<file path="src/rtl/uart_cmd_pkg.sv">
// Shared definitions for the UART command receiver and the downstream command FSM.
// Covers the receiver state encoding, the frame geometry and the instruction codes.
package uart_cmd_pkg;

  localparam int DATA_BITS = 8;
  localparam int NIBBLE_W  = 4;

  localparam logic [NIBBLE_W-1:0] CMD_CLR  = 4'd1;
  localparam logic [NIBBLE_W-1:0] CMD_LOAD = 4'd2;
  localparam logic [NIBBLE_W-1:0] CMD_SHOW = 4'd4;

  typedef enum logic [2:0] {
    IDLE,
    START,
    DATA,
    STOP,
    WAIT_IDLE
  } rx_state_e;

endpackage

</file>
<file path="src/rtl/sync_2ff.sv">
// Generic two-flop synchroniser for asynchronous inputs.
// It resets to all ones so that an idle-high serial line is never mistaken for a start bit.
module sync_2ff #(
  parameter int WIDTH = 1
) (
  input  logic             clock,
  input  logic             reset,
  input  logic [WIDTH-1:0] d_i,
  output logic [WIDTH-1:0] q_o
);

  logic [WIDTH-1:0] meta_q;
  logic [WIDTH-1:0] sync_q;

  always_ff @(posedge clock or posedge reset) begin
    if (reset) begin
      meta_q <= '1;
      sync_q <= '1;
    end else begin
      meta_q <= d_i;
      sync_q <= meta_q;
    end
  end

  assign q_o = sync_q;

endmodule

</file>
<file path="src/rtl/uart_cmd_rx.sv">
// 8N1 UART receiver that splits each byte into an instruction nibble and a data nibble.
// The instruction is only held for INSTR_HOLD cycles, so downstream logic sees each command once.
module uart_cmd_rx
  import uart_cmd_pkg::*;
#(
  parameter int CLKS_PER_BIT = 16,
  parameter int INSTR_HOLD   = 2
) (
  input  logic                clock,
  input  logic                reset,
  input  logic                rx_in,
  output logic [NIBBLE_W-1:0] instrucao,
  output logic [NIBBLE_W-1:0] dado,
  output logic                valid,
  output logic                frame_err,
  output logic                busy
);

  localparam int CNT_W  = $clog2(CLKS_PER_BIT);
  localparam int HOLD_W = $clog2(INSTR_HOLD + 1);

  localparam logic [CNT_W-1:0]  HALF_LAST = CNT_W'(CLKS_PER_BIT / 2 - 1);
  localparam logic [CNT_W-1:0]  FULL_LAST = CNT_W'(CLKS_PER_BIT - 1);
  localparam logic [HOLD_W-1:0] HOLD_LOAD = HOLD_W'(INSTR_HOLD);
  localparam logic [2:0]        IDX_LAST  = 3'(DATA_BITS - 1);

  logic                 rx_s;
  rx_state_e            state_q;
  logic [CNT_W-1:0]     cnt_q;
  logic [2:0]           idx_q;
  logic [DATA_BITS-1:0] shift_q;
  logic                 accept_q;
  logic [HOLD_W-1:0]    hold_q;
  logic [NIBBLE_W-1:0]  instr_q;
  logic [NIBBLE_W-1:0]  dado_q;
  logic                 valid_q;
  logic                 err_q;
  logic                 busy_q;

  sync_2ff #(
    .WIDTH(1)
  ) u_rx_sync (
    .clock(clock),
    .reset(reset),
    .d_i  (rx_in),
    .q_o  (rx_s)
  );

  // accept_q delays the nibble update by one cycle after a good stop-bit sample,
  // while the FSM is already back in IDLE and able to catch a back-to-back start bit.
  always_ff @(posedge clock or posedge reset) begin
    if (reset) begin
      state_q  <= IDLE;
      cnt_q    <= '0;
      idx_q    <= '0;
      shift_q  <= '0;
      accept_q <= 1'b0;
      hold_q   <= '0;
      instr_q  <= '0;
      dado_q   <= '0;
      valid_q  <= 1'b0;
      err_q    <= 1'b0;
      busy_q   <= 1'b0;
    end else begin
      valid_q  <= 1'b0;
      err_q    <= 1'b0;
      accept_q <= 1'b0;

      if (accept_q) begin
        instr_q <= shift_q[NIBBLE_W-1:0];
        dado_q  <= shift_q[DATA_BITS-1:NIBBLE_W];
        valid_q <= 1'b1;
        hold_q  <= HOLD_LOAD;
      end else if (hold_q != '0) begin
        hold_q <= hold_q - HOLD_W'(1);
        if (hold_q == HOLD_W'(1)) begin
          instr_q <= '0;
        end
      end

      case (state_q)
        IDLE: begin
          if (!rx_s) begin
            state_q <= START;
            cnt_q   <= '0;
            busy_q  <= 1'b1;
          end
        end

        START: begin
          if (cnt_q == HALF_LAST) begin
            cnt_q <= '0;
            if (rx_s) begin
              state_q <= IDLE;
              busy_q  <= 1'b0;
            end else begin
              state_q <= DATA;
              idx_q   <= '0;
            end
          end else begin
            cnt_q <= cnt_q + CNT_W'(1);
          end
        end

        DATA: begin
          if (cnt_q == FULL_LAST) begin
            cnt_q          <= '0;
            shift_q[idx_q] <= rx_s;
            if (idx_q == IDX_LAST) begin
              idx_q   <= '0;
              state_q <= STOP;
            end else begin
              idx_q <= idx_q + 3'd1;
            end
          end else begin
            cnt_q <= cnt_q + CNT_W'(1);
          end
        end

        STOP: begin
          if (cnt_q == FULL_LAST) begin
            cnt_q <= '0;
            if (rx_s) begin
              accept_q <= 1'b1;
              state_q  <= IDLE;
              busy_q   <= 1'b0;
            end else begin
              err_q   <= 1'b1;
              state_q <= WAIT_IDLE;
            end
          end else begin
            cnt_q <= cnt_q + CNT_W'(1);
          end
        end

        WAIT_IDLE: begin
          if (rx_s) begin
            state_q <= IDLE;
            busy_q  <= 1'b0;
          end
        end

        default: begin
          state_q <= IDLE;
          busy_q  <= 1'b0;
        end
      endcase
    end
  end

  assign instrucao = instr_q;
  assign dado      = dado_q;
  assign valid     = valid_q;
  assign frame_err = err_q;
  assign busy      = busy_q;

endmodule

</file>
<file path="config.mk">
export PLATFORM = sky130hd
export DESIGN_NAME = uart_cmd_rx
export DESIGN_NICKNAME = d
export VERILOG_FILES = /design/src/rtl/uart_cmd_pkg.sv /design/src/rtl/sync_2ff.sv /design/src/rtl/uart_cmd_rx.sv
export SDC_FILE = /design/constraint.sdc
export NUM_CORES = 1
export LEC_CHECK = 0
export ABC_AREA = 1
export CAP_MARGIN = 20
export CELL_PAD_IN_SITES_DETAIL_PLACEMENT = 0
export CELL_PAD_IN_SITES_GLOBAL_PLACEMENT = 1
export CORE_AREA = 2 2 65 67
export DETAILED_ROUTE_END_ITERATION = 7
export DIE_AREA = 0 0 67 69
export HOLD_SLACK_MARGIN = 0.03
export PLACE_DENSITY_LB_ADDON = 0.1
export SKIP_CTS_REPAIR_TIMING = 1
export SLEW_MARGIN = 20
export SYNTH_ARGS = -nofsm -noshare
export SYNTH_HDL_FRONTEND = slang
export SYNTH_HIERARCHICAL = 1
export SYNTH_SLANG_ARGS = --single-unit
export TNS_END_PERCENT = 100
</file>
<file path="constraint.sdc">
create_clock -name clock -period 1.6 [get_ports clock]
set_input_delay 0.4 -clock clock [delete_from_list [all_inputs] [get_ports clock]]
set_output_delay 0.4 -clock clock [all_outputs]
set_load 0.01 [all_outputs]
</file>
==> flow_summary_export.csv <==
group,metric,value,unit
setup_path,reg2reg_to,"state_q[1]",
clock_network,clkSinkCount,34,
min_path,worst_hold_path.endpoint,"u_rx_sync/q_o",
place,gp_congestion,0.788,
sta,tns,0,ns
final_layout,area_delta_synth_final,19.2,%
sta,timing.clock.skew,0.00377,ns
power,worst_ir_drop_vdd,0.579,mV
drt,wl_per_cell,12.1,microns
setup_path,worst_setup_path_end_kind,"output port",
floorplanning,dieHeight,69,microns
floorplanning,die-area,0.00462,sq mm
setup_path,critical_path.top_delay_family,"buffers and inverters",
status,outcome,"finished, final reports clean",
clock_network,cts_made_buffers,5,
global_route,grt_max_degree,33,
logic_synthesis,synthesis.yosys.warnings,6,
sta,drv_slew,0,
drt,drc,0,
global_route,global_route.usage.met3,3.92,%
clock_network,htreeDepth,2,
logic_synthesis,synth-seq-area-share,52.7,%
setup_path,worstRegToRegCells,7,
logic_synthesis,post-synth-top-area-fraction,49.5,%
global_route,grtUsageMet1,19.8,%
floorplanning,initial_utilization,41.4,%
logic_synthesis,post_synth.cell_area_avg,8.85,sq um
clock_network,clock_latency,0.28,ns
logic_synthesis,synthTopCellsByArea,"dfrtp_1 (49%), nand2_1 (11%), nand3_1 (7.1%)",
place,place_hpwl,2280,microns
drt,drt.antenna.violating_nets,0,
global_route,use_met2,24.3,%
sta,finalWorstPathRequiredPeriod,1.57,ns
clock_network,clk_transition_reported_paths,0.07,ns
drt,initialDrtViolationCount,45,
logic_synthesis,synth.lib_cells_used.distinct,27,
place,io_buffer_count,13,
setup_path,critical_path.max_stage_delay,0.53,ns
logic_synthesis,post_synth_instance_area,0.00162,sq mm
setup_path,critical_path.max_fanout,2,
sta,timing.fmax,0.639,GHz
drt,route.detailed.vias_per_inst,4.96,
min_path,worst_hold_path.num_cells,0,
floorplanning,floorplan.rows,23,
setup_path,crit_path_top_delay_cell,"clkdlybuf4s50_1",
place,worst_slack_at_placement,0.101,ns
floorplanning,design.portCount,14,
power,power_leakage,1.05,nW
clock_network,cts_tree,"done",
floorplanning,fp.coreArea,0.00391,sq mm
run,cap_violations,0,
final_layout,nets,212,
setup_path,worst_ep_arrival_time,1.17,ns
sta,timing.max_slew.rel_slack,76.4,%
final_layout,diodes,0,
global_route,grt_pass1_vias,1221,
setup_path,critical_path_buf_inv_count,1,
logic_synthesis,post-synth-top-area-cell,"dfrtp_1",
sta,rsz0062_at_grt,"false",
logic_synthesis,syn_nets,191,
setup_path,cp_cell_sequence,"clkdlybuf4s50_1",
clock_network,ctsRootBufferMaster,"clkbuf_8",
drt,route.vias.total,1259,
setup_path,timing.setup.critical_path_class,"flop to output port",
setup_path,critPathLaunchType,"flop",
floorplanning,die_width,67,microns
global_route,global_route.peak_usage_layer,"met2",
min_path,min_from,"u_rx_sync/meta_q",
logic_synthesis,synth_seq_cells,34,
drt,drt_wl_total,3060,microns
setup_path,ff2ff_setup_slack,0.14,ns
global_route,antenna_violations_before_repair,0,
global_route,global_route_wire_length_before_repair,5420,microns
sta,setup_viol,0,
drt,drt_first_pass_iters,4,
sta,setup_ws,0.0345,ns
sta,tightest_slew,0.354,ns
global_route,grt.total_usage,15.4,%
power,power-per-cell-area,1320,mW/mm^2
logic_synthesis,post_synth_inst_count,183,
sta,layout_worst_path_cycle_share,97.8,%
min_path,holdCritPathClass,"flop to flop",
sta,report.final.hold_viol_count,0,
clock_network,cts.path.max_buffers,2,
setup_path,critical_path_required,1.20,ns
global_route,gr-total-overflow,0,
setup_path,regToRegStartpoint,"idx_q[1]",
final_layout,post_route_cells_drive_above_1_share,12.3,%
==> through the flow <==
| step | hold WS, ns | std cells | total power [W] | area (sq um) | util [%] |
|---|---|---|---|---|---|
| floorplan | 0.312 | 183 | 0.00176 | 1620 | - |
| global placement | 0.348 | 247 | 0.00193 | 1830 | 46.9 |
| detailed placement | 0.355 | 247 | 0.00197 | 1830 | 46.9 |
| CTS | 0.365 | 254 | 0.00257 | 1910 | 48.9 |
| global route | 0.373 | 254 | 0.00277 | 1930 | 49.3 |
| finish | 0.363 | 254 | 0.00254 | 1930 | 49.3 |
==> cell families after synthesis <==
family                     synth area share, %
and+or+nand+nor                           28.6
muxes                                    0.618
xor gates and xnor gates                 0.541
AOI/OAI and AO/OA                         8.04
buffers and inverters                     5.64
DFF                                       52.7
adders and majority gates                 3.86
==> how the worst max path moves through the flow <==
stage               end      from  depth (start not counted)
5_1_grt         dado[3]   dado[3]                          1
2_1_floorplan  idx_q[0]  cnt_q[0]                          8
3_5_place_dp   idx_q[1]  cnt_q[0]                          8
6_report        dado[3]   dado[3]                          1
4_1_cts            busy      busy                          1
3_3_place_gp   idx_q[2]  cnt_q[0]                          8
==> cell usage after synthesis <==
master,count
buf_6,1
o21ai_2,1
clkbuf_1,1
dfstp_2,2
xor2_1,1
buf_2,1
nand3b_1,1
ha_1,5
o22ai_1,1
mux2i_1,1
nand3_1,23
nand2_1,49
nor3_1,2
o21ai_0,7
nand3_4,1
nor2_8,1
nand2_4,1
dfrtp_1,32
nand4_1,2
o21ai_1,8
a21oi_1,8
inv_2,2
nand3_2,1
nor2_1,11
inv_1,16
clkinv_1,1
nor2_4,3
==> state kept, by name, indices dropped and copies added (netlist names) <==
signal and flops:
valid 1, busy 1, frame_err 1, shift_q 8, dado 4, u_rx_sync/q_o 1, instrucao 4, state_q 3
idx_q 3, accept_q 1, hold_q 2, cnt_q 4, u_rx_sync/meta_q 1
==> metal layers <==
metal	vias to the layer above	part of all wire [%]
met1	589	46
met5	-	0
met2	27	47
li1	637	-
met4	0	1.8
met3	6	4.8
==> cells in the final DEF, fill, tap and decap left out, drive strengths merged <==
master and instances:
dfstp 2, inv 18, o21ai 16, clkdlybuf4s50 8
clkbuf 5, nor3 2, nand3 25, nor2 15
nand4 2, ha 5, mux2i 1, a21oi 8
o22ai 1, nand3b 1, nand2 50, buf 4
xor2 1, dfrtp 32, clkinv 3, dlymetal6s2s 5
==> area by class of cell <==
cell class	count	area (sq um)
Clock buffer	5	68.8
Clock inverter	2	10.0
Fill cell	392	1980
Inverter	19	71.3
Multi-Input combinational cell	127	679
Sequential cell	34	853
Tap cell	50	62.6
Timing Repair Buffer	17	185
==> power breakdown <==
group          internal (W)  switching (W)
registers          0.000989       0.000131
logic              0.000311       0.000512
clock network      0.000292       0.000308
Power figures use the tool's default switching activity.
